File: src/rtl/id_ex_bypass_pipe.sv
// Decode->execute pipeline register with operand forwarding, bubble insertion and store-data register.
// Optional PIPE_PERF_COUNTERS_EN adds stall, bubble and bypass event counters.

package id_ex_bypass_pkg;

    typedef struct packed {
        logic [3:0] ctrl;
        logic [4:0] rs_addr;
        logic [4:0] rt_addr;
        logic [4:0] rd_addr;
    } id_ex_ctrl_t;

endpackage

module id_ex_bypass_pipe
    import id_ex_bypass_pkg::*;
#(
    parameter int DATA_W    = 32,
    parameter int MAX_STALL = 4
) (
    input  logic              clock,
    input  logic              reset,
    input  logic              w_stall,
    input  logic              w_flush,
    input  logic              w_me_rs_bypass,
    input  logic              w_me_rt_bypass,
    input  logic              w_we_rs_bypass,
    input  logic              w_we_rt_bypass,
    input  logic              w_wm_rt_bypass,
    input  logic [3:0]        w_dctrl_4,
    input  logic [4:0]        w_drs_addr_5,
    input  logic [4:0]        w_drt_addr_5,
    input  logic [4:0]        w_drd_addr_5,
    input  logic [DATA_W-1:0] w_drs_data,
    input  logic [DATA_W-1:0] w_drt_data,
    input  logic [DATA_W-1:0] w_ex_result,
    input  logic [DATA_W-1:0] w_wb_data,
    output logic              w_fd_enable,
    output logic              w_evalid,
    output logic [3:0]        w_ectrl_4,
    output logic [4:0]        w_ers_addr_5,
    output logic [4:0]        w_ert_addr_5,
    output logic [4:0]        w_erd_addr_5,
    output logic [DATA_W-1:0] w_ers_data,
    output logic [DATA_W-1:0] w_ert_data,
    output logic [DATA_W-1:0] w_mstore_data,
`ifdef PIPE_PERF_COUNTERS_EN
    output logic [31:0]       w_stall_count,
    output logic [31:0]       w_bubble_count,
    output logic [31:0]       w_bypass_count,
`endif
    output logic              w_stall_error
);

    localparam int CNT_W = $clog2(MAX_STALL + 2);
    localparam logic [CNT_W-1:0] CNT_SAT = CNT_W'(MAX_STALL + 1);

    logic              bubble;
    logic              any_bypass;
    logic [DATA_W-1:0] rs_fwd;
    logic [DATA_W-1:0] rt_fwd;
    id_ex_ctrl_t       de_d;
    id_ex_ctrl_t       de_q;
    logic              evalid_q;
    logic [DATA_W-1:0] ers_q;
    logic [DATA_W-1:0] ert_q;
    logic [DATA_W-1:0] mstore_q;
    logic [CNT_W-1:0]  stall_cnt_q;
    logic [CNT_W-1:0]  stall_cnt_d;
    logic              stall_err_q;

    // Flush wins over stall: the branch redirect must refetch.
    assign bubble      = w_stall | w_flush;
    assign w_fd_enable = ~w_stall | w_flush;
    assign any_bypass  = w_me_rs_bypass | w_me_rt_bypass |
                         w_we_rs_bypass | w_we_rt_bypass;

    always_comb begin
        rs_fwd = w_drs_data;
        priority case (1'b1)
            w_me_rs_bypass: rs_fwd = w_ex_result;
            w_we_rs_bypass: rs_fwd = w_wb_data;
            default:        rs_fwd = w_drs_data;
        endcase
    end

    always_comb begin
        rt_fwd = w_drt_data;
        priority case (1'b1)
            w_me_rt_bypass: rt_fwd = w_ex_result;
            w_we_rt_bypass: rt_fwd = w_wb_data;
            default:        rt_fwd = w_drt_data;
        endcase
    end

    always_comb begin
        de_d         = '0;
        de_d.ctrl    = w_dctrl_4;
        de_d.rs_addr = w_drs_addr_5;
        de_d.rt_addr = w_drt_addr_5;
        de_d.rd_addr = w_drd_addr_5;
    end

    always_ff @(posedge clock) begin
        if (reset || bubble) begin
            de_q     <= '0;
            evalid_q <= 1'b0;
            ers_q    <= '0;
            ert_q    <= '0;
        end else begin
            de_q     <= de_d;
            evalid_q <= 1'b1;
            ers_q    <= rs_fwd;
            ert_q    <= rt_fwd;
        end
    end

    always_ff @(posedge clock) begin
        if (reset || w_flush) begin
            mstore_q <= '0;
        end else if (w_wm_rt_bypass) begin
            mstore_q <= w_wb_data;
        end else begin
            mstore_q <= ert_q;
        end
    end

    // A stall that coincides with a flush neither counts nor clears.
    always_comb begin
        stall_cnt_d = stall_cnt_q;
        if (!w_stall) begin
            stall_cnt_d = '0;
        end else if (!w_flush && stall_cnt_q != CNT_SAT) begin
            stall_cnt_d = stall_cnt_q + 1'b1;
        end
    end

    always_ff @(posedge clock) begin
        if (reset) begin
            stall_cnt_q <= '0;
            stall_err_q <= 1'b0;
        end else begin
            stall_cnt_q <= stall_cnt_d;
            stall_err_q <= stall_err_q | (stall_cnt_d == CNT_SAT);
        end
    end

`ifdef PIPE_PERF_COUNTERS_EN
    logic [31:0] stall_count_q;
    logic [31:0] bubble_count_q;
    logic [31:0] bypass_count_q;

    always_ff @(posedge clock) begin
        if (reset) begin
            stall_count_q  <= '0;
            bubble_count_q <= '0;
            bypass_count_q <= '0;
        end else begin
            if (w_stall && !w_flush) begin
                stall_count_q <= stall_count_q + 32'd1;
            end
            if (bubble) begin
                bubble_count_q <= bubble_count_q + 32'd1;
            end
            if (!bubble && any_bypass) begin
                bypass_count_q <= bypass_count_q + 32'd1;
            end
        end
    end

    assign w_stall_count  = stall_count_q;
    assign w_bubble_count = bubble_count_q;
    assign w_bypass_count = bypass_count_q;
`else
    logic unused_bypass;
    assign unused_bypass = any_bypass;
`endif

    assign w_evalid      = evalid_q;
    assign w_ectrl_4     = de_q.ctrl;
    assign w_ers_addr_5  = de_q.rs_addr;
    assign w_ert_addr_5  = de_q.rt_addr;
    assign w_erd_addr_5  = de_q.rd_addr;
    assign w_ers_data    = ers_q;
    assign w_ert_data    = ert_q;
    assign w_mstore_data = mstore_q;
    assign w_stall_error = stall_err_q;

endmodule

File: config.mk
export PLATFORM = sky130hd
export DESIGN_NAME = id_ex_bypass_pipe
export DESIGN_NICKNAME = d
export VERILOG_FILES = /design/src/rtl/id_ex_bypass_pipe.sv
export SDC_FILE = /design/constraint.sdc
export NUM_CORES = 1
export LEC_CHECK = 0
export BUFFER_PORTS_ARGS = -buffer_cell sky130_fd_sc_hd__buf_2
export CAP_MARGIN = 30
export CELL_PAD_IN_SITES_DETAIL_PLACEMENT = 1
export CELL_PAD_IN_SITES_GLOBAL_PLACEMENT = 1
export CORE_MARGIN = 2
export CORE_UTILIZATION = 35
export DETAILED_ROUTE_END_ITERATION = 7
export PLACE_DENSITY_LB_ADDON = 0.15
export SLEW_MARGIN = 20
export SYNTH_ARGS = -nofsm -noshare
export SYNTH_HDL_FRONTEND = slang
export SYNTH_SLANG_ARGS = --single-unit
File: constraint.sdc
create_clock -name clock -period 3.8 [get_ports clock]
set_input_delay 0.57 -clock clock [delete_from_list [all_inputs] [get_ports clock]]
set_output_delay 0.57 -clock clock [all_outputs]
set_load 0.02 [all_outputs]
==> reports/results.txt <==
outcome - finished clean
I/O pin count - 274
Global Route Usage Sum - 0.210
Register-to-Register Path Depth - 5
design area - 0.00703 mm²
Post-CTS Hold Fix Bufs - 0
Mapped Nets - 609
Synth Instances - 451
ys async rst share - 0
critical path startpoint category - input port
Rel. slew slack - 0.357
placed cells - 874
Clk network pwr share - 0.505
leakage - 3.67 nW
Post-CTS Setup Inserts - 0
unrepaired setup endpoints after global routing - false
Switching Share - 0.226
wire per inst - 17.5 µm
Fill cells - 1625
Post-Syn Area - 0.00493 mm²
initial antenna violation count - 0
Rows - 43
#FFs+latches synth - 120
critical path class - in -> reg
Via Count - 4239
die height - 123 µm
TritonCTS Sinks - 120
Synth Area in Compound Gates - 0.00457
mux cell area share after synthesis - 0.345
NetSw - 0.000788 W
Clk Latency, worst-skew pair - 0.41 ns
area of the multi-input gates - 0.00230 mm²
hpwl dp - 11300 µm
core box area - 0.0138 mm²
Clock Tree Root - clkbuf_16
RePlAce Congestion - 0.820
crit-path max FO - 65
PortBufs - 273
internal power - 0.00270 W
largest family of logic cells by synthesized area - multiplexers
CP endpoint kind - flip-flop
Power Dens Cells - 497 mW/mm²
H-tree depth - 4
CTS max path bufs - 2
first-pass GRT wire length - 23500 µm
synth warn - 0
Resize count post-CTS - 0
Comb pwr share - 0.119
CP required - 4.10 ns
fmax - 574 MHz
final worst path period need - 1.74 ns
Final Non-Filler Cells - 905
Post-Synth Adder-Cell Area - 0.00507
Seq/Total Area, Yosys - 0.487
nets - 871
vias per cell - 4.68
max cap viols - 0
n_diodes - 0
Netlist cell types - 23
VDD IR max - 0.319 mV
critical path, cell by cell - buf_2 -> or3_4 -> inv_1 -> and2_1
Slew @ Worst Pin - 0.965 ns
Hold Path Class - in -> reg
area growth from synthesis to layout - 42.4%
first-pass iteration count of the detailed router - 4
CTS tree - done
synthesized area per cell - 10.9 µm²
fraction of layout instances using a drive strength above 1 - 0.491
power share of the sequential group - 0.376
Worst EP arrival - 2.05 ns
DRC viols - 0
initial DRC count - 141
Hold Violations, Final - 0
Num CTS Buffers - 17
post-route ant nets - 0
Top FF cell, synth - dfxtp_1
total negative setup slack - 0 ns
final WL - 15800 µm
final period utilization - 0.458
Post-Synth XOR/XNOR Area - 0
vias in the first global route - 4480
dpl cell area - 0.00638 mm²
Simple-Gate Fraction of Synth Area - 0.112
number of flops mapped to enable cells by yosys - 0
slowest stage cell, crit path - or3_4
Worst Skew - 0.00454 ns
final setup violating endpoints - 0
largest net degree at the start of global routing - 66
Storage cell area - 0.00240 mm²
count of final max-slew check failures - 0
CTS clk-pin slew, worst paths - 0.05 ns
GRT overflow - 0
Initial Util - 0.357
worst hold stages - 2
Die Wd - 123 µm
die area - 0.0151 mm²
max incr delay on CP - 0.63 ns
==> Yosys cell counts (all sizes together) (2+ instances only) <==
cell / n / share of area
and2: 20 / 0.025
buf: 26 / 0.037
clkbuf: 7 / 0.0058
dfxtp: 120 / 0.49
ha: 2 / 0.0051
inv: 5 / 0.0038
mux2: 65 / 0.15
mux2i: 97 / 0.20
nand2: 2 / 0.0015
nand2b: 2 / 0.0025
nor2: 97 / 0.074
==> layer usage <==
layer  wire, µm  vias up  global-route usage
li1           -     2034                   -
met1       6000     2004               0.226
met2       7990      178               0.361
met3       1480       23              0.0906
met4        333        0              0.0819
met5          0        -                   0
==> stage by stage <==
step	total power (W)	util	hold slack, ns	setup slack (ns)
4_1_cts	0.00354	0.508	0.330	2.02
3_3_place_gp	0.00174	0.457	0.457	1.65
2_1_floorplan	0.00158	-	0.540	2.27
5_1_grt	0.00363	0.508	0.341	1.82
3_5_place_dp	0.00175	0.462	0.468	1.57
6_report	0.00349	0.508	0.353	2.06
==> worst paths after layout <==
check                   from         endpoint  slack [ns]
max                  w_stall     w_ectrl_4[0]        2.06
min          w_drd_addr_5[1]  w_erd_addr_5[1]        0.35
max reg2reg   stall_cnt_q[1]    w_stall_error        2.23
min reg2reg    w_stall_error    w_stall_error        0.47
==> power by group through the flow <==
stage	logic (W)	registers, W	clock network, W
5_1_grt	0.000452	0.00131	0.00186
4_1_cts	0.000420	0.00131	0.00181
6_report	0.000414	0.00131	0.00176
2_1_floorplan	0.000197	0.00139	0
3_3_place_gp	0.000401	0.00134	0
3_5_place_dp	0.000416	0.00134	0
==> layout by cell type (no fill, tap or decap), types with 2 or more instances in the layout <==
cell	count
mux2_1	16
clkbuf_16	17
inv_1	5
mux2_2	49
buf_2	273
clkbuf_8	3
clkbuf_1	2
dfxtp_1	120
clkinv_2	4
nand2b_1	2
nor2_1	97
nand2_1	2
ha_1	2
and2_1	20
bufinv_16	5
mux2i_1	97
buf_12	2
==> critical path, delay by kind of cell <==
kind                   cells  cell delay (ns)
buffers and inverters      2             0.57
and+or+nand+nor            2             0.91
==> cells by family (layout without fill, tap and decap cells) <==
| logic type | Yosys count | after routing |
|---|---|---|
| adders and majority gates | 2 | 2 |
| and+or+nand+nor | 126 | 126 |
| muxes | 162 | 162 |
| AOI/OAI and AO/OA | 3 | 3 |
| buffers and inverters | 38 | 312 |
| DFF | 120 | 120 |
==> registers in the layout, indices dropped and copies added, names as in the netlist <==
register and count:
w_ert_addr_5 5, w_ert_data 32, w_evalid 1, stall_cnt_q 3, w_erd_addr_5 5, w_ers_data 32
w_ectrl_4 4, w_ers_addr_5 5, w_stall_error 1, w_mstore_data 32
==> final cells by class <==
cell class / instances / area share
Timing Repair Buffer: 276 / 0.204
Clock inverter: 9 / 0.0242
Multi-Input combinational cell: 293 / 0.328
Sequential cell: 120 / 0.342
Tap cell: 180 / 0.0321
Clock buffer: 22 / 0.0675
Inverter: 5 / 0.00267
Note: power is estimated with default switching activity, not from simulation.
